$ cat config.mk
export PLATFORM = sky130hd
export DESIGN_NAME = ram_access_arbiter
export DESIGN_NICKNAME = d
export VERILOG_FILES = /design/src/rtl/k_and_s_pkg.sv /design/src/rtl/rr_arbiter2.sv /design/src/rtl/ram_access_arbiter.sv
export SDC_FILE = /design/constraint.sdc
export NUM_CORES = 1
export LEC_CHECK = 0
export CAP_MARGIN = 25
export CORE_MARGIN = 1.5
export CORE_UTILIZATION = 30
export CTS_BUF_LIST = sky130_fd_sc_hd__clkbuf_2 sky130_fd_sc_hd__clkbuf_4 sky130_fd_sc_hd__clkbuf_8
export CTS_CLUSTER_SIZE = 25
export DETAILED_ROUTE_END_ITERATION = 8
export PLACE_DENSITY = 0.68
export SLEW_MARGIN = 20
export SYNTH_ARGS = -nofsm -noshare
export SYNTH_HDL_FRONTEND = slang
export SYNTH_HIERARCHICAL = 1
export SYNTH_SLANG_ARGS = --single-unit
$ cat constraint.sdc
create_clock -name clk -period 1.6 [get_ports clk]
set_input_delay 0.32 -clock clk [delete_from_list [all_inputs] [get_ports clk]]
set_output_delay 0.32 -clock clk [all_outputs]
set_load 0.02 [all_outputs]
$ cat src/rtl/k_and_s_pkg.sv
// Shared types for the K&S RAM access path: arbiter FSM states and requester identities.
package k_and_s_pkg;

    typedef enum logic [1:0] {ARB_IDLE, ARB_ISSUE, ARB_WAIT, ARB_DONE} arb_state_t;
    typedef enum logic {REQ_CORE, REQ_DBG} requester_t;

    localparam int unsigned REQ_N = 2;

    function automatic requester_t other_requester(input requester_t r);
        return (r == REQ_CORE) ? REQ_DBG : REQ_CORE;
    endfunction

endpackage

$ cat src/rtl/rr_arbiter2.sv
// Two-way round-robin pick between core and debug, with optional debug-wins-ties override.
module rr_arbiter2
    import k_and_s_pkg::*;
(
    input  logic [REQ_N-1:0] req,
    input  requester_t       last_winner,
    input  logic             dbg_priority,
    output logic             grant_valid_c,
    output requester_t       winner_c
);

    always_comb begin
        grant_valid_c = |req;
        winner_c      = REQ_CORE;
        if (req == 2'b11) begin
            winner_c = dbg_priority ? REQ_DBG : other_requester(last_winner);
        end else if (req[1]) begin
            winner_c = REQ_DBG;
        end
    end

endmodule

$ cat src/rtl/ram_access_arbiter.sv
// Sequences single-port RAM accesses from the core and the debug port as one
// multi-cycle transaction at a time, each ending with a one-cycle done pulse.
module ram_access_arbiter
    import k_and_s_pkg::*;
#(
    parameter int unsigned ADDR_W      = 5,
    parameter int unsigned DATA_W      = 16,
    parameter int unsigned RAM_LATENCY = 1
) (
    input  logic              clk,
    input  logic              rst_n,
    input  logic              core_req,
    input  logic              core_we,
    input  logic [ADDR_W-1:0] core_addr,
    input  logic [DATA_W-1:0] core_wdata,
    output logic              core_done,
    output logic [DATA_W-1:0] core_rdata,
    input  logic              dbg_req,
    input  logic              dbg_we,
    input  logic [ADDR_W-1:0] dbg_addr,
    input  logic [DATA_W-1:0] dbg_wdata,
    output logic              dbg_done,
    output logic [DATA_W-1:0] dbg_rdata,
    input  logic              dbg_priority,
    output logic              busy,
    output logic [ADDR_W-1:0] ram_addr,
    output logic [DATA_W-1:0] ram_wdata,
    output logic              ram_we,
    input  logic [DATA_W-1:0] ram_rdata
);

    localparam int unsigned      CNT_W    = $clog2(RAM_LATENCY + 1);
    localparam logic [CNT_W-1:0] CNT_INIT = CNT_W'(RAM_LATENCY - 1);

    arb_state_t        state_q, state_d;
    requester_t        winner_q, winner_d;
    requester_t        last_winner_q, last_winner_d;
    logic              we_q, we_d;
    logic [CNT_W-1:0]  cnt_q, cnt_d;
    logic [ADDR_W-1:0] ram_addr_q, ram_addr_d;
    logic [DATA_W-1:0] ram_wdata_q, ram_wdata_d;
    logic              ram_we_q, ram_we_d;
    logic              core_done_q, core_done_d;
    logic              dbg_done_q, dbg_done_d;
    logic [DATA_W-1:0] core_rdata_q, core_rdata_d;
    logic [DATA_W-1:0] dbg_rdata_q, dbg_rdata_d;
    logic              busy_q, busy_d;

    logic              grant_valid_c;
    requester_t        pick_c;

    rr_arbiter2 u_rr_arbiter2 (
        .req           ({dbg_req, core_req}),
        .last_winner   (last_winner_q),
        .dbg_priority  (dbg_priority),
        .grant_valid_c (grant_valid_c),
        .winner_c      (pick_c)
    );

    // Outputs are registered, so each is computed for the state being entered.
    always_comb begin
        state_d       = state_q;
        winner_d      = winner_q;
        last_winner_d = last_winner_q;
        we_d          = we_q;
        cnt_d         = cnt_q;
        ram_addr_d    = ram_addr_q;
        ram_wdata_d   = ram_wdata_q;
        ram_we_d      = 1'b0;
        core_done_d   = 1'b0;
        dbg_done_d    = 1'b0;
        core_rdata_d  = core_rdata_q;
        dbg_rdata_d   = dbg_rdata_q;

        unique case (state_q)
            ARB_IDLE: begin
                if (grant_valid_c) begin
                    winner_d      = pick_c;
                    last_winner_d = pick_c;
                    if (pick_c == REQ_DBG) begin
                        we_d        = dbg_we;
                        ram_addr_d  = dbg_addr;
                        ram_wdata_d = dbg_wdata;
                    end else begin
                        we_d        = core_we;
                        ram_addr_d  = core_addr;
                        ram_wdata_d = core_wdata;
                    end
                    ram_we_d = we_d;
                    state_d  = ARB_ISSUE;
                end
            end
            ARB_ISSUE: begin
                if (we_q) begin
                    state_d     = ARB_DONE;
                    core_done_d = (winner_q == REQ_CORE);
                    dbg_done_d  = (winner_q == REQ_DBG);
                end else begin
                    state_d = ARB_WAIT;
                    cnt_d   = CNT_INIT;
                end
            end
            ARB_WAIT: begin
                if (cnt_q == '0) begin
                    if (winner_q == REQ_DBG) begin
                        dbg_rdata_d = ram_rdata;
                    end else begin
                        core_rdata_d = ram_rdata;
                    end
                    state_d     = ARB_DONE;
                    core_done_d = (winner_q == REQ_CORE);
                    dbg_done_d  = (winner_q == REQ_DBG);
                end else begin
                    cnt_d = cnt_q - CNT_W'(1);
                end
            end
            ARB_DONE: begin
                state_d = ARB_IDLE;
            end
            default: begin
                state_d = ARB_IDLE;
            end
        endcase

        busy_d = (state_d != ARB_IDLE);
    end

    always_ff @(posedge clk) begin
        if (!rst_n) begin
            state_q       <= ARB_IDLE;
            winner_q      <= REQ_CORE;
            last_winner_q <= REQ_DBG;
            we_q          <= 1'b0;
            cnt_q         <= '0;
            ram_addr_q    <= '0;
            ram_wdata_q   <= '0;
            ram_we_q      <= 1'b0;
            core_done_q   <= 1'b0;
            dbg_done_q    <= 1'b0;
            core_rdata_q  <= '0;
            dbg_rdata_q   <= '0;
            busy_q        <= 1'b0;
        end else begin
            state_q       <= state_d;
            winner_q      <= winner_d;
            last_winner_q <= last_winner_d;
            we_q          <= we_d;
            cnt_q         <= cnt_d;
            ram_addr_q    <= ram_addr_d;
            ram_wdata_q   <= ram_wdata_d;
            ram_we_q      <= ram_we_d;
            core_done_q   <= core_done_d;
            dbg_done_q    <= dbg_done_d;
            core_rdata_q  <= core_rdata_d;
            dbg_rdata_q   <= dbg_rdata_d;
            busy_q        <= busy_d;
        end
    end

    assign core_done  = core_done_q;
    assign dbg_done   = dbg_done_q;
    assign core_rdata = core_rdata_q;
    assign dbg_rdata  = dbg_rdata_q;
    assign busy       = busy_q;
    assign ram_addr   = ram_addr_q;
    assign ram_wdata  = ram_wdata_q;
    assign ram_we     = ram_we_q;

endmodule

== Word level (Yosys, flattened, before mapping) ==
Index checks and enable logic that the tools add are counted.

* Add/sub/neg operators: 1
* Equal/unequal tests: 5
* Muxes and demuxes: 20
* Bitwise gates (word level): 2
* Reduce and logical (&&, ||, !) cells: 9

{| class="wikitable"
|+ Operators with widths
! operator !! number
|-
| 2-to-1 mux 16 bit || 1
|-
| 2-to-1 mux 1 bit || 12
|-
| AND reduction 3 bit || 3
|-
| case mux 2 bit (4 select lines) || 1
|-
| == test 2 bit, second input constant || 3
|-
| case mux 1 bit (2 select lines) || 3
|-
| 2-to-1 mux 5 bit || 1
|-
| 2-to-1 mux 2 bit || 2
|-
| AND reduction 2 bit || 2
|-
| nonzero test 2 bit || 2
|-
| == test 2 x 1 -> 1 bit, second input constant || 1
|-
| logical NOT 2 bit || 1
|-
| inequality test 2 bit, second input constant || 1
|-
| NOT 1 bit || 2
|-
| OR reduction 2 bit || 1
|-
| subtractor 1 bit, second input constant || 1
|}

* Bits in registers: 63
* Input port bits: 65
* Output and inout bits: 57

== Depth between registers and ports, before layout ==
* Depth in word-level cells: 4
* Depth in mapped cells: 7
* Gate-level depth less buffers: 5

== Cells and area by module ==
Netlist, hierarchy kept.

{| class="wikitable"
|+ By module, submodules not included
! module !! times used !! cells an instance !! area an instance (µm²) !! sequential area each (µm²)
|-
| ram_access_arbiter || 1 || 273 || 2468.6 || 1241.2
|-
| rr_arbiter2 || 1 || 4 || 20.0 || 0.0
|}

== Worst setup path after synthesis ==
OpenSTA, ideal clock, no wires.

* Kind: reg-to-reg
* From: register state_q[0]
* To: register ram_addr_q[0] (netlist: ram_addr[0])
* Library setup time: 122 ps
* Arrival: 1202 ps
* Data required time: 1478 ps
* Path slack: 277 ps
* Stages on the path, launching flop included: 8
* Path buffers: 2
* Clock period less this slack: 1323 ps
* Cell sequence: dfxtp_1 inv_1 ha_1 and2_1 buf_2 buf_4 o21ai_0 a21oi_1

* Cells in the longest elaborated chain, start to end: 2

{| class="wikitable"
|+ Ends and longest elaborated chain
! element !! RTL line !! source
|-
| start, declared || ram_access_arbiter.sv:35 || <nowiki>arb_state_t state_q, state_d;</nowiki>
|-
| start signal, assigned || ram_access_arbiter.sv:144 || <nowiki>state_q <= state_d;</nowiki>
|-
| logical NOT 2 bit || ram_access_arbiter.sv:75 || <nowiki>unique case (state_q)</nowiki>
|-
| AND reduction 2 bit (no source line) || -- ||
|-
| end signal, assigned || ram_access_arbiter.sv:149 || <nowiki>ram_addr_q <= ram_addr_d;</nowiki>
|-
| end, declared || ram_access_arbiter.sv:40 || <nowiki>logic [ADDR_W-1:0] ram_addr_q, ram_addr_d;</nowiki>
|}

No other way between the ends.
A chain may end at the register's enable or synchronous reset.

== Worst setup path in the final report ==
* From: register ram_we_q (netlist: ram_we)
* To: output ram_we

{| class="wikitable"
|+ RTL lines
! element !! RTL line !! source
|-
| start, declared || ram_access_arbiter.sv:42 || <nowiki>logic ram_we_q, ram_we_d;</nowiki>
|-
| start signal, assigned || ram_access_arbiter.sv:151 || <nowiki>ram_we_q <= ram_we_d;</nowiki>
|-
| end, declared || ram_access_arbiter.sv:28 || <nowiki>output logic ram_we,</nowiki>
|}

No word-level cell between the ends.

==> out/qor.csv <==
stage,metric,value,unit
floorplan,die_h,94.1,um
detailed_routing,drt-vias-per-instance,4.53,
sta,post-route-period-util,97.1,%
sta,rsz0062_at_grt,no,
sta,finClkSkew,6.92,ps
setup_path,path_buf_inv,1,
setup_path,cp-start-kind,flop,
power_and_ir_drop,max-vdd-ir-drop,0.000533,V
global_route,antenna_found_initial,0,
setup_path,crit_path_max_fanout,1,
clock_tree,numCtsBuffers,9,
global_route,grt_max_degree,46,
placement,dpl.hpwl,4550,um
floorplan,pin_count,122,
setup_path,r2r-end,ram_wdata[2],
layout,nNetsFinal,465,
synth,synthesis.nets,346,
global_route,grt_pass1_wl,10200,um
clock_tree,clock_path_buffers,2,
layout,drive_above_1_share,6.98,%
sta,max_freq,643,MHz
synth,netlist_area,2490,um2
detailed_routing,drt_iter0_markers,41,
sta,slew_headroom,77.9,%
sta,tightest_slew,331,ps
sta,tns,0,ps
setup_path,cpPeakStageDelay,590,ps
power_and_ir_drop,p_leak,1.79,nW
job,max-cap-violations,0,
min_path,hold_class,in -> reg,
sta,setup_viol,0,
setup_path,reg2reg_slack,200,ps
synth,synthDistinctLibCells,25,
clock_tree,clk_pin_slew_worst_paths,60,ps
floorplan,std_cell_rows,33,
detailed_routing,vias,2291,
clock_tree,post_cts_buffers,0,
floorplan,die_x,94.1,um
setup_path,cpLargestDelayFamily,buffers and inverters,
clock_tree,cts_tree,yes,
sta,fin_ws,45.7,ps
placement,post-place-ws,-131,ps
clock_tree,insertion_delay,330,ps
floorplan,die_area,8850,um2
floorplan,core-area,8130,um2
sta,fin_hold_ws,270,ps
global_route,gr-total-overflow,0,
clock_tree,cts_sinks,62,
min_path,min_to,last_winner_q,
power_and_ir_drop,finalPower,0.00535,W
placement,io_buffers,121,
sta,hold_viol_final,0,
layout,area_growth,60.1,%
clock_tree,cts_max_level,3,
detailed_routing,route.detailed.drc,0,
power_and_ir_drop,power_density,1340,nW/um2
clock_tree,cts_hold_buf,0,
synth,synth-seq-cells,62,
placement,gp_congestion,0.713,
sta,drv_slew,0,
clock_tree,cts_root_buf,clkbuf_8,
synth,yosys_warnings,6,
min_path,hold_depth,2,
min_path,min_from,rst_n,
setup_path,worstSetupEndpointType,primary output,
setup_path,worstPathRequired,1280,ps
floorplan,start_util,30.6,%
placement,placed_cells,490,
detailed_routing,ant_nets,0,
detailed_routing,drt-total-wl,6220,um
layout,n_antenna_cell,0,
sta,min_period,1550,ps
detailed_routing,drt_pass1_iterations,4,
global_route,grt_pass1_vias,2217,
setup_path,slowest_stage,clkdlybuf4s50_1,
global_route,grt_usage,14.9,%
synth,synth_area_per_cell,8.98,um2
setup_path,path_cells,clkdlybuf4s50_1,
setup_path,r2r_cells,6,
outcome,status,completed,
synth,seq_area_frac_synth,49.9,%
detailed_routing,wl_per_cell,12.3,um
setup_path,crit_cells,1,
setup_path,worstPathArrival,1230,ps
layout,fin_cells,506,
setup_path,timing.rr.start,state_q[0],
setup_path,path_class,reg -> out,
synth,synth_cells,277,
per-layer routing:
metal,part of all wire [%],vias to the layer above,track usage [%]
li1,-,1158,-
met3,9.4,7,5.99
met4,1.3,0,6.72
met2,44,96,24.5
met5,0,-,0
met1,45,1030,16.9
flip-flops by register name, summed over array words and instances (netlist names):
| signal | flops |
|---|---|
| last_winner_q | 1 |
| dbg_rdata | 16 |
| winner_q | 1 |
| ram_we | 1 |
| busy | 1 |
| dbg_done | 1 |
| we_q | 1 |
| state_q | 2 |
| core_done | 1 |
| ram_wdata | 16 |
| core_rdata | 16 |
| ram_addr | 5 |
cell usage in the layout (no fill, tap or decap), drive strengths merged, types with 2 or more instances in the layout:
cell type / instances
ha: 4
a21oi: 22
dlymetal6s2s: 4
dlygate4sd2: 49
clkbuf: 13
o21ai: 22
bufinv: 2
dfxtp: 62
buf: 9
mux2i: 22
inv: 5
nand2: 70
clkdlybuf4s50: 67
a21boi: 33
and2: 3
nor2: 3
power by group:
part	total, W	switching (W)	internal [W]
combinational	0.00175	0.000997	0.000750
clock	0.00159	0.000572	0.00102
sequential	0.00201	0.000150	0.00186
metrics by stage:
| step | util (%) | instance area [um2] |
|---|---|---|
| after floorplan | - | 2490 |
| after global placement | 46.7 | 3800 |
| after detailed placement | 46.7 | 3800 |
| after CTS | 48.9 | 3970 |
| after global routing | 49.0 | 3980 |
| final | 49.0 | 3980 |
cell usage after synthesis:
library cell,count,area [um2]
a31oi_1,1,6.26
and2_1,3,18.8
or2_1,1,6.26
mux2_2,1,11.3
inv_1,5,18.8
nand2b_1,1,6.26
mux2i_1,22,220
nor3_1,1,5.00
clkbuf_1,6,22.5
a21boi_0,13,97.6
dfxtp_1,62,1240
buf_2,5,25.0
nor3b_1,1,7.51
o21ai_0,22,110
nand3_1,1,5.00
and3_1,1,6.26
buf_4,8,60.1
buf_6,2,22.5
ha_1,4,50.1
nand2_1,70,263
o21a_1,1,7.51
nor2_1,3,11.3
nor2b_1,1,6.26
a21oi_1,22,110
a21boi_1,20,150
worst max path at each step:
stage              startpoint              to  slack, ps
2_1_floorplan      state_q[0]     ram_addr[0]        280
3_3_place_gp          dbg_req     ram_addr[2]       -100
3_5_place_dp          dbg_req    ram_wdata[8]       -130
4_1_cts        core_rdata[13]  core_rdata[13]          2
5_1_grt                ram_we          ram_we          7
6_report               ram_we          ram_we         50
final cells by class:
type / instances / area [um2]
clock buffer: 13 / 173
clock inverter: 3 / 65.1
fill: 787 / 4150
timing repair buffer: 129 / 1240
inverter: 5 / 18.8
tap: 105 / 131
multi-input combinational: 189 / 1110
sequential: 62 / 1240
logic make-up after synthesis:
family	count (synthesis)	share of synthesized area, %
buffers and inverters	26	5.98
multiplexers	23	9.30
AO/OA/AOI/OAI	79	19.4
AND/OR/NAND/NOR	83	13.5
adder cells (fa/ha/maj)	4	2.01
flip-flops	62	49.9
repair_timing:
action                                  CTS  global route
gates resized for setup                  50             4
endpoints found under the setup margin   50             4
hold endpoints to repair                  0             0
Note: power is estimated with default switching activity, not from simulation.
